==> config.mk <==
export PLATFORM = sky130hd
export DESIGN_NAME = alu_multicycle_flat
export DESIGN_NICKNAME = d
export VERILOG_FILES = /design/src/rtl/alu_multicycle_if.sv /design/src/rtl/alu_multicycle.sv /design/src/flat_wrapper.sv
export SDC_FILE = /design/constraint.sdc
export NUM_CORES = 1
export LEC_CHECK = 0
export BUFFER_PORTS_ARGS = -buffer_cell sky130_fd_sc_hd__buf_2
export CAP_MARGIN = 25
export CORE_UTILIZATION = 55
export CTS_CLUSTER_SIZE = 8
export DETAILED_ROUTE_END_ITERATION = 12
export GPL_TIMING_DRIVEN = 0
export HOLD_SLACK_MARGIN = 0.03
export PLACE_DENSITY = 0.76
export REMOVE_ABC_BUFFERS = 1
export SYNTH_ARGS = -nofsm -noshare
export SYNTH_HDL_FRONTEND = slang
export SYNTH_SLANG_ARGS = --single-unit
==> constraint.sdc <==
create_clock -name clk -period 2.8 [get_ports clk]
set_clock_uncertainty 0.2 [all_clocks]
set_input_delay 0.14 -clock clk [delete_from_list [all_inputs] [get_ports clk]]
set_output_delay 0.14 -clock clk [all_outputs]
set_load 0.01 [all_outputs]
==> src/rtl/alu_multicycle_if.sv <==
// Issue/writeback handshake bundle for alu_multicycle: request side (operands,
// opcode, in_valid/in_ready) and result side (result, flags, out_valid/out_ready).
interface alu_multicycle_if #(
    parameter int unsigned WIDTH = 8
);
    logic             in_valid;
    logic             in_ready;
    logic [WIDTH-1:0] A;
    logic [WIDTH-1:0] B;
    logic [3:0]       opcode;
    logic             out_valid;
    logic             out_ready;
    logic [WIDTH-1:0] Result;
    logic             CarryOut;
    logic             Zero;
    logic             Overflow;
    logic             Negative;

    // Producer/consumer side: issues operations and accepts results.
    modport master (
        output in_valid, A, B, opcode, out_ready,
        input  in_ready, out_valid, Result, CarryOut, Zero, Overflow, Negative
    );

    // ALU side.
    modport slave (
        input  in_valid, A, B, opcode, out_ready,
        output in_ready, out_valid, Result, CarryOut, Zero, Overflow, Negative
    );
endinterface

==> src/rtl/alu_multicycle.sv <==
// Handshaked ALU with registered result/flags. Simple ops finish in one cycle;
// MULU (shift-add) and DIVU/REMU (restoring division) take WIDTH iterations.
module alu_multicycle #(
    parameter int unsigned WIDTH = 8
) (
    input logic             clk,
    input logic             rst,
    alu_multicycle_if.slave bus
);

    localparam int unsigned IterW = $clog2(WIDTH);
    localparam logic [IterW-1:0] IterLast = IterW'(WIDTH - 1);

    localparam logic [WIDTH-1:0] AllOnes = '1;
    localparam logic [WIDTH-1:0] One     = {{(WIDTH-1){1'b0}}, 1'b1};
    localparam logic [WIDTH-1:0] MaxPos  = {1'b0, {(WIDTH-1){1'b1}}};
    localparam logic [WIDTH-1:0] MinNeg  = {1'b1, {(WIDTH-1){1'b0}}};

    localparam logic [3:0] OpAdd  = 4'b0000;
    localparam logic [3:0] OpSub  = 4'b0001;
    localparam logic [3:0] OpInc  = 4'b0010;
    localparam logic [3:0] OpDec  = 4'b0011;
    localparam logic [3:0] OpAnd  = 4'b0100;
    localparam logic [3:0] OpOr   = 4'b0101;
    localparam logic [3:0] OpXor  = 4'b0110;
    localparam logic [3:0] OpNot  = 4'b0111;
    localparam logic [3:0] OpLsl  = 4'b1000;
    localparam logic [3:0] OpLsr  = 4'b1001;
    localparam logic [3:0] OpAsr  = 4'b1010;
    localparam logic [3:0] OpRol  = 4'b1011;
    localparam logic [3:0] OpMulu = 4'b1100;
    localparam logic [3:0] OpDivu = 4'b1101;
    localparam logic [3:0] OpRemu = 4'b1110;
    localparam logic [3:0] OpCmp  = 4'b1111;

    typedef enum logic [1:0] {StIdle, StBusy, StDone} state_e;

    state_e state_q, state_d;
    logic [IterW-1:0] iter_q, iter_d;

    // Captured request.
    logic [WIDTH-1:0] a_q, b_q;
    logic [3:0]       op_q;

    // Iterative datapath: multiply accumulator and divider state.
    logic [2*WIDTH-1:0] acc_q;
    logic [WIDTH:0]     rem_q;
    logic [WIDTH-1:0]   quo_q;

    // Registered outputs.
    logic [WIDTH-1:0] result_q, result_d;
    logic             carry_q, carry_d;
    logic             zero_q, zero_d;
    logic             ovf_q, ovf_d;
    logic             neg_q, neg_d;

    logic accept, is_multi, load, step, finish_sc, finish_mc;

    assign bus.in_ready  = (state_q == StIdle) && !rst;
    assign bus.out_valid = (state_q == StDone);
    assign bus.Result    = result_q;
    assign bus.CarryOut  = carry_q;
    assign bus.Zero      = zero_q;
    assign bus.Overflow  = ovf_q;
    assign bus.Negative  = neg_q;

    assign accept   = bus.in_valid && bus.in_ready;
    assign is_multi = (bus.opcode == OpMulu) || (bus.opcode == OpDivu)
                   || (bus.opcode == OpRemu);

    // ---------------------------------------------------------------------
    // Single-cycle operations, evaluated directly on the request inputs.
    // ---------------------------------------------------------------------
    logic [WIDTH:0]   add_sum, sub_diff;
    logic             a_msb, b_msb, sub_ovf;
    logic [WIDTH-1:0] sc_res;
    logic             sc_c, sc_v, sc_z, sc_n;

    assign add_sum  = {1'b0, bus.A} + {1'b0, bus.B};
    assign sub_diff = {1'b0, bus.A} - {1'b0, bus.B};
    assign a_msb    = bus.A[WIDTH-1];
    assign b_msb    = bus.B[WIDTH-1];
    assign sub_ovf  = (a_msb != b_msb) && (sub_diff[WIDTH-1] != a_msb);

    // Result and carry/overflow for the one-cycle opcodes.
    always_comb begin
        sc_res = '0;
        sc_c   = 1'b0;
        sc_v   = 1'b0;
        case (bus.opcode)
            OpAdd: begin
                sc_res = add_sum[WIDTH-1:0];
                sc_c   = add_sum[WIDTH];
                sc_v   = (a_msb == b_msb) && (add_sum[WIDTH-1] != a_msb);
            end
            OpSub: begin
                sc_res = sub_diff[WIDTH-1:0];
                sc_c   = sub_diff[WIDTH];
                sc_v   = sub_ovf;
            end
            OpInc: begin
                sc_res = bus.A + One;
                sc_c   = (bus.A == AllOnes);
                sc_v   = (bus.A == MaxPos);
            end
            OpDec: begin
                sc_res = bus.A - One;
                sc_c   = (bus.A == '0);
                sc_v   = (bus.A == MinNeg);
            end
            OpAnd: sc_res = bus.A & bus.B;
            OpOr:  sc_res = bus.A | bus.B;
            OpXor: sc_res = bus.A ^ bus.B;
            OpNot: sc_res = ~bus.A;
            OpLsl: begin
                sc_res = {bus.A[WIDTH-2:0], 1'b0};
                sc_c   = a_msb;
            end
            OpLsr: begin
                sc_res = {1'b0, bus.A[WIDTH-1:1]};
                sc_c   = bus.A[0];
            end
            OpAsr: begin
                sc_res = {a_msb, bus.A[WIDTH-1:1]};
                sc_c   = bus.A[0];
            end
            OpRol: begin
                sc_res = {bus.A[WIDTH-2:0], a_msb};
                sc_c   = a_msb;
            end
            OpCmp: begin
                // Flags only; the result stays zero.
                sc_c = sub_diff[WIDTH];
                sc_v = sub_ovf;
            end
            default: ;
        endcase
    end

    assign sc_z = (bus.opcode == OpCmp) ? (bus.A == bus.B) : (sc_res == '0);
    assign sc_n = (bus.opcode == OpCmp) ? sub_diff[WIDTH-1] : sc_res[WIDTH-1];

    // ---------------------------------------------------------------------
    // Iterative multiply / divide step.
    // ---------------------------------------------------------------------
    logic [WIDTH:0]     mul_sum;
    logic [2*WIDTH-1:0] mul_next;
    logic [WIDTH:0]     div_shift, div_diff, rem_next;
    logic [WIDTH-1:0]   quo_next;
    logic               unused_rem_msb;

    // Upper half of acc accumulates; lower half holds the remaining multiplier bits.
    assign mul_sum  = {1'b0, acc_q[2*WIDTH-1:WIDTH]} + {1'b0, a_q};
    assign mul_next = acc_q[0] ? {mul_sum, acc_q[WIDTH-1:1]} : {1'b0, acc_q[2*WIDTH-1:1]};

    // Restoring division: shift in the next dividend bit, keep the difference if it
    // did not go negative. With B==0 every trial succeeds, giving all-ones / A.
    assign div_shift = {rem_q[WIDTH-1:0], quo_q[WIDTH-1]};
    assign div_diff  = div_shift - {1'b0, b_q};
    assign rem_next  = div_diff[WIDTH] ? div_shift : div_diff;
    assign quo_next  = {quo_q[WIDTH-2:0], ~div_diff[WIDTH]};

    // The partial remainder never exceeds WIDTH bits between steps.
    assign unused_rem_msb = rem_q[WIDTH];

    logic [WIDTH-1:0] mc_res;
    logic             mc_c, mc_v;

    // Final result of the multi-cycle op, taken from the last step's next state.
    always_comb begin
        mc_res = '0;
        mc_c   = 1'b0;
        mc_v   = 1'b0;
        case (op_q)
            OpMulu: begin
                mc_res = mul_next[WIDTH-1:0];
                mc_c   = |mul_next[2*WIDTH-1:WIDTH];
            end
            OpDivu: begin
                mc_res = (b_q == '0) ? AllOnes : quo_next;
                mc_v   = (b_q == '0);
            end
            OpRemu: begin
                mc_res = (b_q == '0) ? a_q : rem_next[WIDTH-1:0];
                mc_v   = (b_q == '0);
            end
            default: ;
        endcase
    end

    // ---------------------------------------------------------------------
    // Control FSM.
    // ---------------------------------------------------------------------

    // Next-state and datapath strobes.
    always_comb begin
        state_d   = state_q;
        iter_d    = iter_q;
        load      = 1'b0;
        step      = 1'b0;
        finish_sc = 1'b0;
        finish_mc = 1'b0;
        unique case (state_q)
            StIdle: begin
                if (accept) begin
                    load   = 1'b1;
                    iter_d = '0;
                    if (is_multi) begin
                        state_d = StBusy;
                    end else begin
                        state_d   = StDone;
                        finish_sc = 1'b1;
                    end
                end
            end
            StBusy: begin
                step = 1'b1;
                if (iter_q == IterLast) begin
                    state_d   = StDone;
                    finish_mc = 1'b1;
                    iter_d    = '0;
                end else begin
                    iter_d = iter_q + 1'b1;
                end
            end
            StDone: begin
                if (bus.out_ready) begin
                    state_d = StIdle;
                end
            end
            default: state_d = StIdle;
        endcase
    end

    // State and iteration counter.
    always_ff @(posedge clk) begin
        if (rst) begin
            state_q <= StIdle;
            iter_q  <= '0;
        end else begin
            state_q <= state_d;
            iter_q  <= iter_d;
        end
    end

    // Capture operands on accept and advance the iterative units while busy.
    always_ff @(posedge clk) begin
        if (rst) begin
            a_q   <= '0;
            b_q   <= '0;
            op_q  <= '0;
            acc_q <= '0;
            rem_q <= '0;
            quo_q <= '0;
        end else if (load) begin
            a_q   <= bus.A;
            b_q   <= bus.B;
            op_q  <= bus.opcode;
            acc_q <= {{WIDTH{1'b0}}, bus.B};
            rem_q <= '0;
            quo_q <= bus.A;
        end else if (step) begin
            acc_q <= mul_next;
            rem_q <= rem_next;
            quo_q <= quo_next;
        end
    end

    // Select which unit's result lands in the output registers.
    always_comb begin
        result_d = result_q;
        carry_d  = carry_q;
        zero_d   = zero_q;
        ovf_d    = ovf_q;
        neg_d    = neg_q;
        if (finish_sc) begin
            result_d = sc_res;
            carry_d  = sc_c;
            zero_d   = sc_z;
            ovf_d    = sc_v;
            neg_d    = sc_n;
        end else if (finish_mc) begin
            result_d = mc_res;
            carry_d  = mc_c;
            zero_d   = (mc_res == '0);
            ovf_d    = mc_v;
            neg_d    = mc_res[WIDTH-1];
        end
    end

    // Result/flag registers; only change on entry to DONE.
    always_ff @(posedge clk) begin
        if (rst) begin
            result_q <= '0;
            carry_q  <= 1'b0;
            zero_q   <= 1'b0;
            ovf_q    <= 1'b0;
            neg_q    <= 1'b0;
        end else begin
            result_q <= result_d;
            carry_q  <= carry_d;
            zero_q   <= zero_d;
            ovf_q    <= ovf_d;
            neg_q    <= neg_d;
        end
    end

endmodule

==> src/flat_wrapper.sv <==
// flat-port wrapper written by rule: the top's interface ports become plain ports
module alu_multicycle_flat 
#(
    parameter int unsigned WIDTH = 8
)
  (clk, rst, bus_in_valid, bus_A, bus_B, bus_opcode, bus_out_ready, bus_in_ready, bus_out_valid, bus_Result, bus_CarryOut, bus_Zero, bus_Overflow, bus_Negative);
  alu_multicycle_if #(.WIDTH(WIDTH)) bus_i ();
  input logic clk;
  input logic rst;
  input wire logic [$bits(bus_i.in_valid)-1:0] bus_in_valid;
  input wire logic [$bits(bus_i.A)-1:0] bus_A;
  input wire logic [$bits(bus_i.B)-1:0] bus_B;
  input wire logic [$bits(bus_i.opcode)-1:0] bus_opcode;
  input wire logic [$bits(bus_i.out_ready)-1:0] bus_out_ready;
  output wire logic [$bits(bus_i.in_ready)-1:0] bus_in_ready;
  output wire logic [$bits(bus_i.out_valid)-1:0] bus_out_valid;
  output wire logic [$bits(bus_i.Result)-1:0] bus_Result;
  output wire logic [$bits(bus_i.CarryOut)-1:0] bus_CarryOut;
  output wire logic [$bits(bus_i.Zero)-1:0] bus_Zero;
  output wire logic [$bits(bus_i.Overflow)-1:0] bus_Overflow;
  output wire logic [$bits(bus_i.Negative)-1:0] bus_Negative;
  assign bus_i.in_valid = bus_in_valid;
  assign bus_i.A = bus_A;
  assign bus_i.B = bus_B;
  assign bus_i.opcode = bus_opcode;
  assign bus_i.out_ready = bus_out_ready;
  assign bus_in_ready = bus_i.in_ready;
  assign bus_out_valid = bus_i.out_valid;
  assign bus_Result = bus_i.Result;
  assign bus_CarryOut = bus_i.CarryOut;
  assign bus_Zero = bus_i.Zero;
  assign bus_Overflow = bus_i.Overflow;
  assign bus_Negative = bus_i.Negative;
  alu_multicycle #(.WIDTH(WIDTH)) u_core (.clk(clk), .rst(rst), .bus(bus_i));
endmodule
# After elaboration in Yosys (flattened, before gate mapping)
# Index checks and enable logic that the tools add are counted.
[classes]
n_bitwise = 5
reduce_logical = 24
n_mux = 42
n_addsub = 7
n_eq_ne = 32
[ops]
columns = ["op", "count"]
rows = [
  ["case mux 8 bit (12 select lines)", 1],
  ["two-way mux 8 bit", 9],
  ["equality test 4 bit, second input constant", 11],
  ["logical NOT 8 bit", 4],
  ["case mux 8 bit (3 select lines)", 1],
  ["two-way mux 1 bit", 20],
  ["adder 8 x 8 -> 9 bit", 2],
  ["equality test 4 x 3 -> 1 bit, second input constant", 4],
  ["equality test 8 bit, second input constant", 2],
  ["two-way mux 16 bit", 1],
  ["OR reduction 2 bit", 5],
  ["subtractor 8 x 8 -> 9 bit", 1],
  ["subtractor 9 x 8 -> 9 bit", 1],
  ["adder 8 x 1 -> 8 bit, second input constant", 1],
  ["AND 8 bit", 1],
  ["equality test 4 x 2 -> 1 bit, second input constant", 2],
  ["equality test 8 x 7 -> 1 bit, second input constant", 1],
  ["equality test 8 bit", 1],
  ["two-way mux 2 bit", 4],
  ["NOT 8 bit", 1],
  ["bitwise OR 8 bit", 1],
  ["OR reduction 8 bit", 1],
  ["subtractor 8 x 1 -> 8 bit, second input constant", 1],
  ["bitwise XOR 8 bit", 1],
  ["23 further kinds", 33],
]
[word_totals]
word_cells = 124
register_bits = 69

# Longest topological paths before layout
# Gate-level depths: netlist of run 1.
[depth]
depth_word = 7
depth_mapped = 12
mapped_depth_nobuf = 12

# Worst setup path after synthesis of run 1
# Ideal clock, no wire load.
[synth_path]
kind = "reg2reg"
startpoint = "register u_core.quo_q[7]"
endpoint = "register u_core.zero_q (netlist: u_core.bus.Zero)"
slack_ns = -0.186
path_buffers = 0
setup_ns = 0.059
arrival_time_ns = 2.726
period_less_slack_ns = 2.986
path_stages_with_launch = 13
path_cell_list = "dfxtp_1 > inv_1 > ha_1 > inv_1 > fa_1 > a211oi_2 > o211a_1 > nor3_1 > nor2_2 > mux2i_1 > o2111ai_1 > nor4_1 > a41o_1"
[synth_between]
elab_chain_cells = 7
word_cells_on_any_way = 9
[synth_lines]
columns = ["item", "line", "text"]
rows = [
  ["from (decl)", "alu_multicycle.sv:48", "logic [WIDTH-1:0] quo_q;"],
  ["from (signal assigned)", "alu_multicycle.sv:261", "quo_q <= bus.A;"],
  ["from (signal assigned)", "alu_multicycle.sv:265", "quo_q <= quo_next;"],
  ["subtractor 9 x 8 -> 9 bit", "alu_multicycle.sv:159", "assign div_diff = div_shift - {1'b0, b_q};"],
  ["two-way mux 8 bit / NOT 1 bit (equally long branches)", "alu_multicycle.sv:160, alu_multicycle.sv:161", ""],
  ["two-way mux 8 bit (on tied branches)", "alu_multicycle.sv:184, alu_multicycle.sv:180", ""],
  ["case mux 8 bit (3 select lines) *", "alu_multicycle.sv:174", "case (op_q)"],
  ["logical NOT 8 bit *", "alu_multicycle.sv:285", "zero_d = (mc_res == '0);"],
  ["two-way mux 1 bit *", "alu_multicycle.sv:282", "end else if (finish_mc) begin"],
  ["two-way mux 1 bit *", "alu_multicycle.sv:276", "if (finish_sc) begin"],
  ["to (signal assigned)", "alu_multicycle.sv:302", "zero_q <= zero_d;"],
  ["to (decl)", "alu_multicycle.sv:53", "logic zero_q, zero_d;"],
]
# Every way passes the cells marked *; elsewhere a longest branch is shown, timed or not. The select of a mux whose other input is x is not followed.
# A chain may end at the register's enable or synchronous reset.

# Final worst setup path of run 1
[layout_path]
startpoint = "register u_core.b_q[7]"
endpoint = "register u_core.result_q[5] (netlist: u_core.bus.Result[5])"
[layout_between]
elab_chain_cells = 6
word_cells_on_any_way = 8
[layout_lines]
columns = ["item", "line", "text"]
rows = [
  ["from (decl)", "alu_multicycle.sv:42", "logic [WIDTH-1:0] a_q, b_q;"],
  ["from (signal assigned)", "alu_multicycle.sv:257", "b_q <= bus.B;"],
  ["subtractor 9 x 8 -> 9 bit", "alu_multicycle.sv:159", ""],
  ["two-way mux 8 bit", "alu_multicycle.sv:160", "assign rem_next = div_diff[WIDTH] ? div_shift : div_diff;"],
  ["two-way mux 8 bit", "alu_multicycle.sv:184", "mc_res = (b_q == '0) ? a_q : rem_next[WIDTH-1:0];"],
  ["case mux 8 bit (3 select lines) *", "alu_multicycle.sv:174", ""],
  ["two-way mux 8 bit *", "alu_multicycle.sv:282", ""],
  ["two-way mux 8 bit *", "alu_multicycle.sv:276", ""],
  ["to (signal assigned)", "alu_multicycle.sv:300", "result_q <= result_d;"],
  ["to (decl)", "alu_multicycle.sv:51", "logic [WIDTH-1:0] result_q, result_d;"],
]
# Marks and branches as above.

==> metrics.txt, run 1 <==
vias=6281; Finished Cell Area=0.00680 mm^2; Worst setup endpoint=u_core.bus.Result[5]$_SDFFE_PP0P_; Max Cap Viol=0; top post-synthesis cells by area=dfxtp_1, ha_1, a21oi_1; P_leak=2.64 nW; I/O pin count=38; DR iter-0 viols=641; CTS tree=done; vias in the first global route=5971; worst reg2reg path depth=11; EDFF count, synth=0; Req. time, crit path=2.88 ns; Crit. End Element=flop; row count=37; Die H=105 um; overall routed net length=19.8 mm; port bufs=37; Synth Flop Type=dfxtp_1; worst skew pair latency=0.35 ns; Slew @ Worst Pin=0.955 ns; Yosys warning count=0; final net count=872; final hold violations=0; area of the core=0.0103 mm^2; Critical Path AT=3.06 ns; critical path type=flop to flop; Wirelength per Cell=21.0 um; status=finished with violations; final worst path period share=1.07; Synth Area per Inst=7.61 um^2; RD Place Congestion=1.00; fin crit period=2.99 ns; overall routing resource usage=0.365; CTS HTree Levels=3; # setup viols final=11; CTS max path bufs=2; layout cells sized above 1=0.174; most frequent cells in the layout=nand2_1, nor2_1, dfxtp_1; pre-CTS WS=-0.844 ns; initial core utilization=0.568; worst rel slew slack=0.361; die area=0.0111 mm^2; HPWL after detailed placement=13.9 mm; Crit Path Max Fanout=5; met1 wire length=7.82 mm; CTS sink cnt=69; DRT antenna net count=0; vias per std cell=6.67; worst hold path class=input port to flop; Max rail drop VDD=0.232 mV; Max Used Layer=met4; pwr dens=441 mW/mm^2; setup TNS=-1.49 ns; synth-to-layout area growth=15.9%; Worst Setup SP=u_core.b_q[7]$_SDFFE_PP0P_; Pins Over Slew Limit=0; critical path startpoint category=flop; first-pass GRT wire length=31.6 mm; drt first pass iters=6; DR DRC count=0; GRT overflow=0; Placed Area=0.00603 mm^2; pin count of the biggest net entering global routing=45; Num CTS Buffers=9; top-area cell type share of the netlist area=0.236; Met2 Wirelength=9.26 mm; asr flop ratio synth=0; post-synthesis cell type count=79; post-synthesis sequential area ratio=0.236; mapped cell area=0.00586 mm^2; Min-Delay Startpoint=bus_opcode[3]; post-synth top area cell=dfxtp_1; unrepaired setup endpoints after global routing=yes; failing checks=setup timing; FF-to-FF End=u_core.bus.Result[5]$_SDFFE_PP0P_; Max Fclk=335 MHz; r2r startpoint=u_core.b_q[7]$_SDFFE_PP0P_; antenna violations before repair=0; Cells after Synth=770; FF-to-FF setup slack=-0.19 ns; # diodes=0; Yosys reg bits=69; Worst-path clk slew=0.08 ns; Routed met3 length=1.71 mm; CTS root buffer=clkbuf_8; Die X=105 um; overall power=3.00 mW; most common cell after layout, fill and taps aside=nand2_1; final setup margin=-0.187 ns
-- cell usage after synthesis, types with 7 or more instances --
cell type,instances
a211oi_1,18
a21oi_1,60
a22oi_1,19
a31oi_1,9
and2_1,7
buf_2,13
clkbuf_1,32
dfxtp_1,69
ha_1,44
inv_1,46
mux2i_1,16
nand2_1,77
nand2b_1,7
nand3_1,17
nand4_1,10
nor2_1,67
nor2b_1,12
nor3_1,20
nor4_1,7
o211ai_1,8
o21a_1,11
o21ai_0,40
o21ai_1,9
o22ai_1,11
xnor2_1,19
-- final cells by class --
type                            instances  area, um^2
Tap cell                              136         170
Multi-Input combinational cell        604        4360
Fill cell                             866        3530
Inverter                               49         184
Sequential cell                        69        1390
Timing Repair Buffer                   67         472
Clock buffer                           12         155
Clock inverter                          4        70.1
-- kinds of logic after synthesis --
group | count (synthesis) | synth area share
DFF | 69 | 0.236
AOI/OAI and AO/OA | 250 | 0.290
adders and majority gates | 48 | 0.108
and+or+nand+nor | 261 | 0.220
muxes | 21 | 0.0427
buffers and inverters | 99 | 0.0700
xor gates and xnor gates | 22 | 0.0341
-- critical path: stages (launching register included) --
cell and delay, ns:
dfxtp_1 0.39, inv_1 0.08, ha_1 0.41, nand2_1 0.19, o21ai_4 0.29, a21oi_4 0.11, buf_4 0.15, nor4_2 0.37
o21ai_1 0.21, a21oi_1 0.23, a21oi_1 0.08, nor3_1 0.18
-- repair_timing --
action                                  CTS  global route
hold endpoints to repair                 13             0
endpoints found under the setup margin   18            15
setup buffers                            10             4
gates cloned                              2             0
gates resized for setup                  41            28
hold buffers                             12             0
pin swaps                                20             9
-- report_power, final --
part / internal, mW / total (mW) / leakage, nW / switching [mW]
registers: 1.03 / 1.09 / 0.565 / 0.0532
clock network: 0.548 / 0.930 / 0.116 / 0.383
logic: 0.397 / 0.979 / 1.96 / 0.583
-- metrics by stage --
step                      utilization  instances  hold WS, ns
after floorplan                     -        720      0.00907
after global placement          0.580        893        0.234
after detailed placement        0.584        896        0.239
after CTS                       0.643        936       0.0336
after global routing            0.658        941       0.0862
final                           0.658        941       0.0520
-- how the worst min path moves through the flow --
stage,endpoint,slack (ns),depth (start not counted)
4_1_cts,u_core.op_q[3]$_SDFFE_PP0P_,0.03,3
5_1_grt,u_core.quo_q[5]$_SDFFE_PP0P_,0.09,3
6_report,u_core.op_q[3]$_SDFFE_PP0P_,0.05,3
3_5_place_dp,u_core.state_q[1]$_SDFFE_PP0P_,0.24,4
2_1_floorplan,u_core.acc_q[0]$_SDFFE_PP0P_,0.009,1
3_3_place_gp,u_core.state_q[1]$_SDFFE_PP0P_,0.23,4
-- layer usage --
layer  track usage  vias up
met5             0        -
met4         0.179        0
met3        0.0668       70
met2         0.602      363
met1         0.457     2952
li1              -     2896
-- state kept, by name, summed over array words and instances, names as in the netlist, 2 cells and up --
name	count
u_core.bus.Result	8
u_core.op_q	4
u_core.quo_q	8
u_core.a_q	8
u_core.iter_q	3
u_core.acc_q	16
u_core.b_q	8
u_core.rem_q	8
u_core.state_q	2
No activity file was read; power rests on OpenSTA's default activity.
==> run 2, diff against run 1 <==
Settings changed: PLACE_DENSITY 0.76 to 0.73.
Clock period 2.8 ns to 3.3 ns, I/O delays scaled along.
==> run 2 against run 1 <==
  * The run now ends clean
  * Final cell count shrank 1.5%
  * Setup slack gained 0.21 ns
  * Die area is the same
  * Critical path depth grew 1
  * Critical path type unchanged
  * Global-route usage shrank 2.2 points
==> metrics.txt, run 2 (synthesis results as in run 1) <==
Max Cap Viol=0; Biggest register=u_core.acc_q; Die X=105 um; Critical Path AT=3.37 ns; vias per std cell=6.59; Die H=105 um; most frequent cells in the layout=nand2_1, dfxtp_1, nor2_1; critical path type=flop to flop; DR DRC count=0; DRT antenna net count=0; unrepaired setup endpoints after global routing=yes; Fin Hold WS=0.0452 ns; GRT overflow=0; CTS sink cnt=69; Wirelength per Cell=20.6 um; overall routing resource usage=0.343; Slowest cell on crit path=fa_2; initial core utilization=0.568; CTS max path bufs=2; final net count=858; Worst-path clk slew=0.08 ns; HPWL after detailed placement=14.1 mm; fin crit period=3.28 ns; layout cells sized above 1=0.129; P_leak=2.56 nW; Finished Cell Area=0.00651 mm^2; crit-path most repeated cell=inv_1; CTS tree=done; die area=0.0111 mm^2; status=finished, final reports clean; RD Place Congestion=0.964; worst skew pair latency=0.35 ns; worst rel slew slack=0.370; final worst path period share=0.993; first-pass GRT wire length=29.7 mm; vias=6108; synth-to-layout area growth=11.1%; Critical Path Max Stage Delay=0.39 ns; row count=37; area of the core=0.0103 mm^2; # setup viols final=0; fillers=915; Max rail drop VDD=0.219 mV; Pins Over Slew Limit=0; CTS HTree Levels=3; DR iter-0 viols=609; Req. time, crit path=3.40 ns; antenna violations before repair=0; Max Fclk=305 MHz; pwr dens=386 mW/mm^2; # diodes=0; Placed Area=0.00605 mm^2; drt first pass iters=7; Crit. End Element=flop; crit path cell chain=inv_1 > ha_1 > inv_1 > fa_2 > a211oi_4 > o211a_1 > nor3_2 > nor2_4 > mux2i_4 > o2111ai_1 > nor4_2 > a41o_1; port bufs=37; max FFs per register=16; pin count of the biggest net entering global routing=45; Crit Path Max Fanout=5; Num CTS Buffers=9; vias in the first global route=5578; most common cell after layout, fill and taps aside=nand2_1; CTS root buffer=clkbuf_8; critical path startpoint category=flop; final hold violations=0; I/O pin count=38; Slew @ Worst Pin=0.942 ns; worst hold path class=input port to flop; overall routed net length=19.1 mm
run 2: changes by cell type in the layout (fill, tap and decap cells not counted), sizes merged:
cell / change
buf: -5
dlygate4sd3: -5
nor2b: -2
clkbuf: -1
clkinv: -1
run 2: timing repair:
item / in CTS / in global routing
hold buffers: 7 / 0
hold endpoints to repair: 9 / 0
pin swaps: 1 / 8
gates resized for setup: 8 / 12
setup buffers: 2 / 4
setup endpoints to repair: 9 / 11
run 2: path summary, 6_finish.rpt:
kind / start / end / slack (ns) / cells past startpoint
worst min register to register: u_core.acc_q[5]$_SDFFE_PP0P_ / u_core.acc_q[5]$_SDFFE_PP0P_ / 0.27 / 2
worst max register to register: u_core.quo_q[7]$_SDFFE_PP0P_ / u_core.bus.Zero$_SDFFE_PP0P_ / 0.02 / 12
worst min-delay path: bus_B[6] / u_core.b_q[6]$_SDFFE_PP0P_ / 0.05 / 3
worst max-delay path: u_core.quo_q[7]$_SDFFE_PP0P_ / u_core.bus.Zero$_SDFFE_PP0P_ / 0.02 / 12
run 2: critical path: cells and delay by family (launching register included):
| kind | cells | cell delay (ns) |
|---|---|---|
| AOI/OAI and AO/OA | 4 | 0.96 |
| and+or+nand+nor | 3 | 0.68 |
| adders and majority gates | 2 | 0.56 |
| DFF | 1 | 0.36 |
| muxes | 1 | 0.32 |
| buffers and inverters | 2 | 0.13 |
run 2: power breakdown:
group	switching [mW]	internal, mW
clock network	0.335	0.507
logic	0.465	0.288
registers	0.0431	0.877
total	0.842	1.67
run 2: layout make-up:
cell class / instances / area, um^2 / area share
multi-input combinational: 602 / 4170 / 0.641
sequential: 69 / 1380 / 0.212
timing repair buffer: 55 / 362 / 0.0555
inverter: 49 / 184 / 0.0282
clock buffer: 13 / 179 / 0.0275
tap: 136 / 170 / 0.0261
clock inverter: 3 / 65.1 / 0.00999
run 2: per-layer routing:
metal | vias up | track usage | part of all wire
met5 | - | 0 | 0
met4 | 0 | 0.156 | 0.040
met3 | 50 | 0.0408 | 0.074
met2 | 315 | 0.570 | 0.47
met1 | 2881 | 0.444 | 0.42
li1 | 2862 | - | -
run 2: per-stage QoR:
step | worst slack, ns | util | cells | TNS (ns) | power, mW
finish | 0.0217 | 0.631 | 927 | 0 | 2.51
global route | -0.144 | 0.631 | 927 | -0.227 | 2.60
CTS | -0.0135 | 0.623 | 922 | -0.0135 | 2.46
detailed placement | -0.366 | 0.586 | 897 | -1.15 | 1.61
global placement | -1.96 | 0.580 | 893 | -34.03 | 1.59
floorplan | -0.190 | - | 720 | -0.277 | 1.37
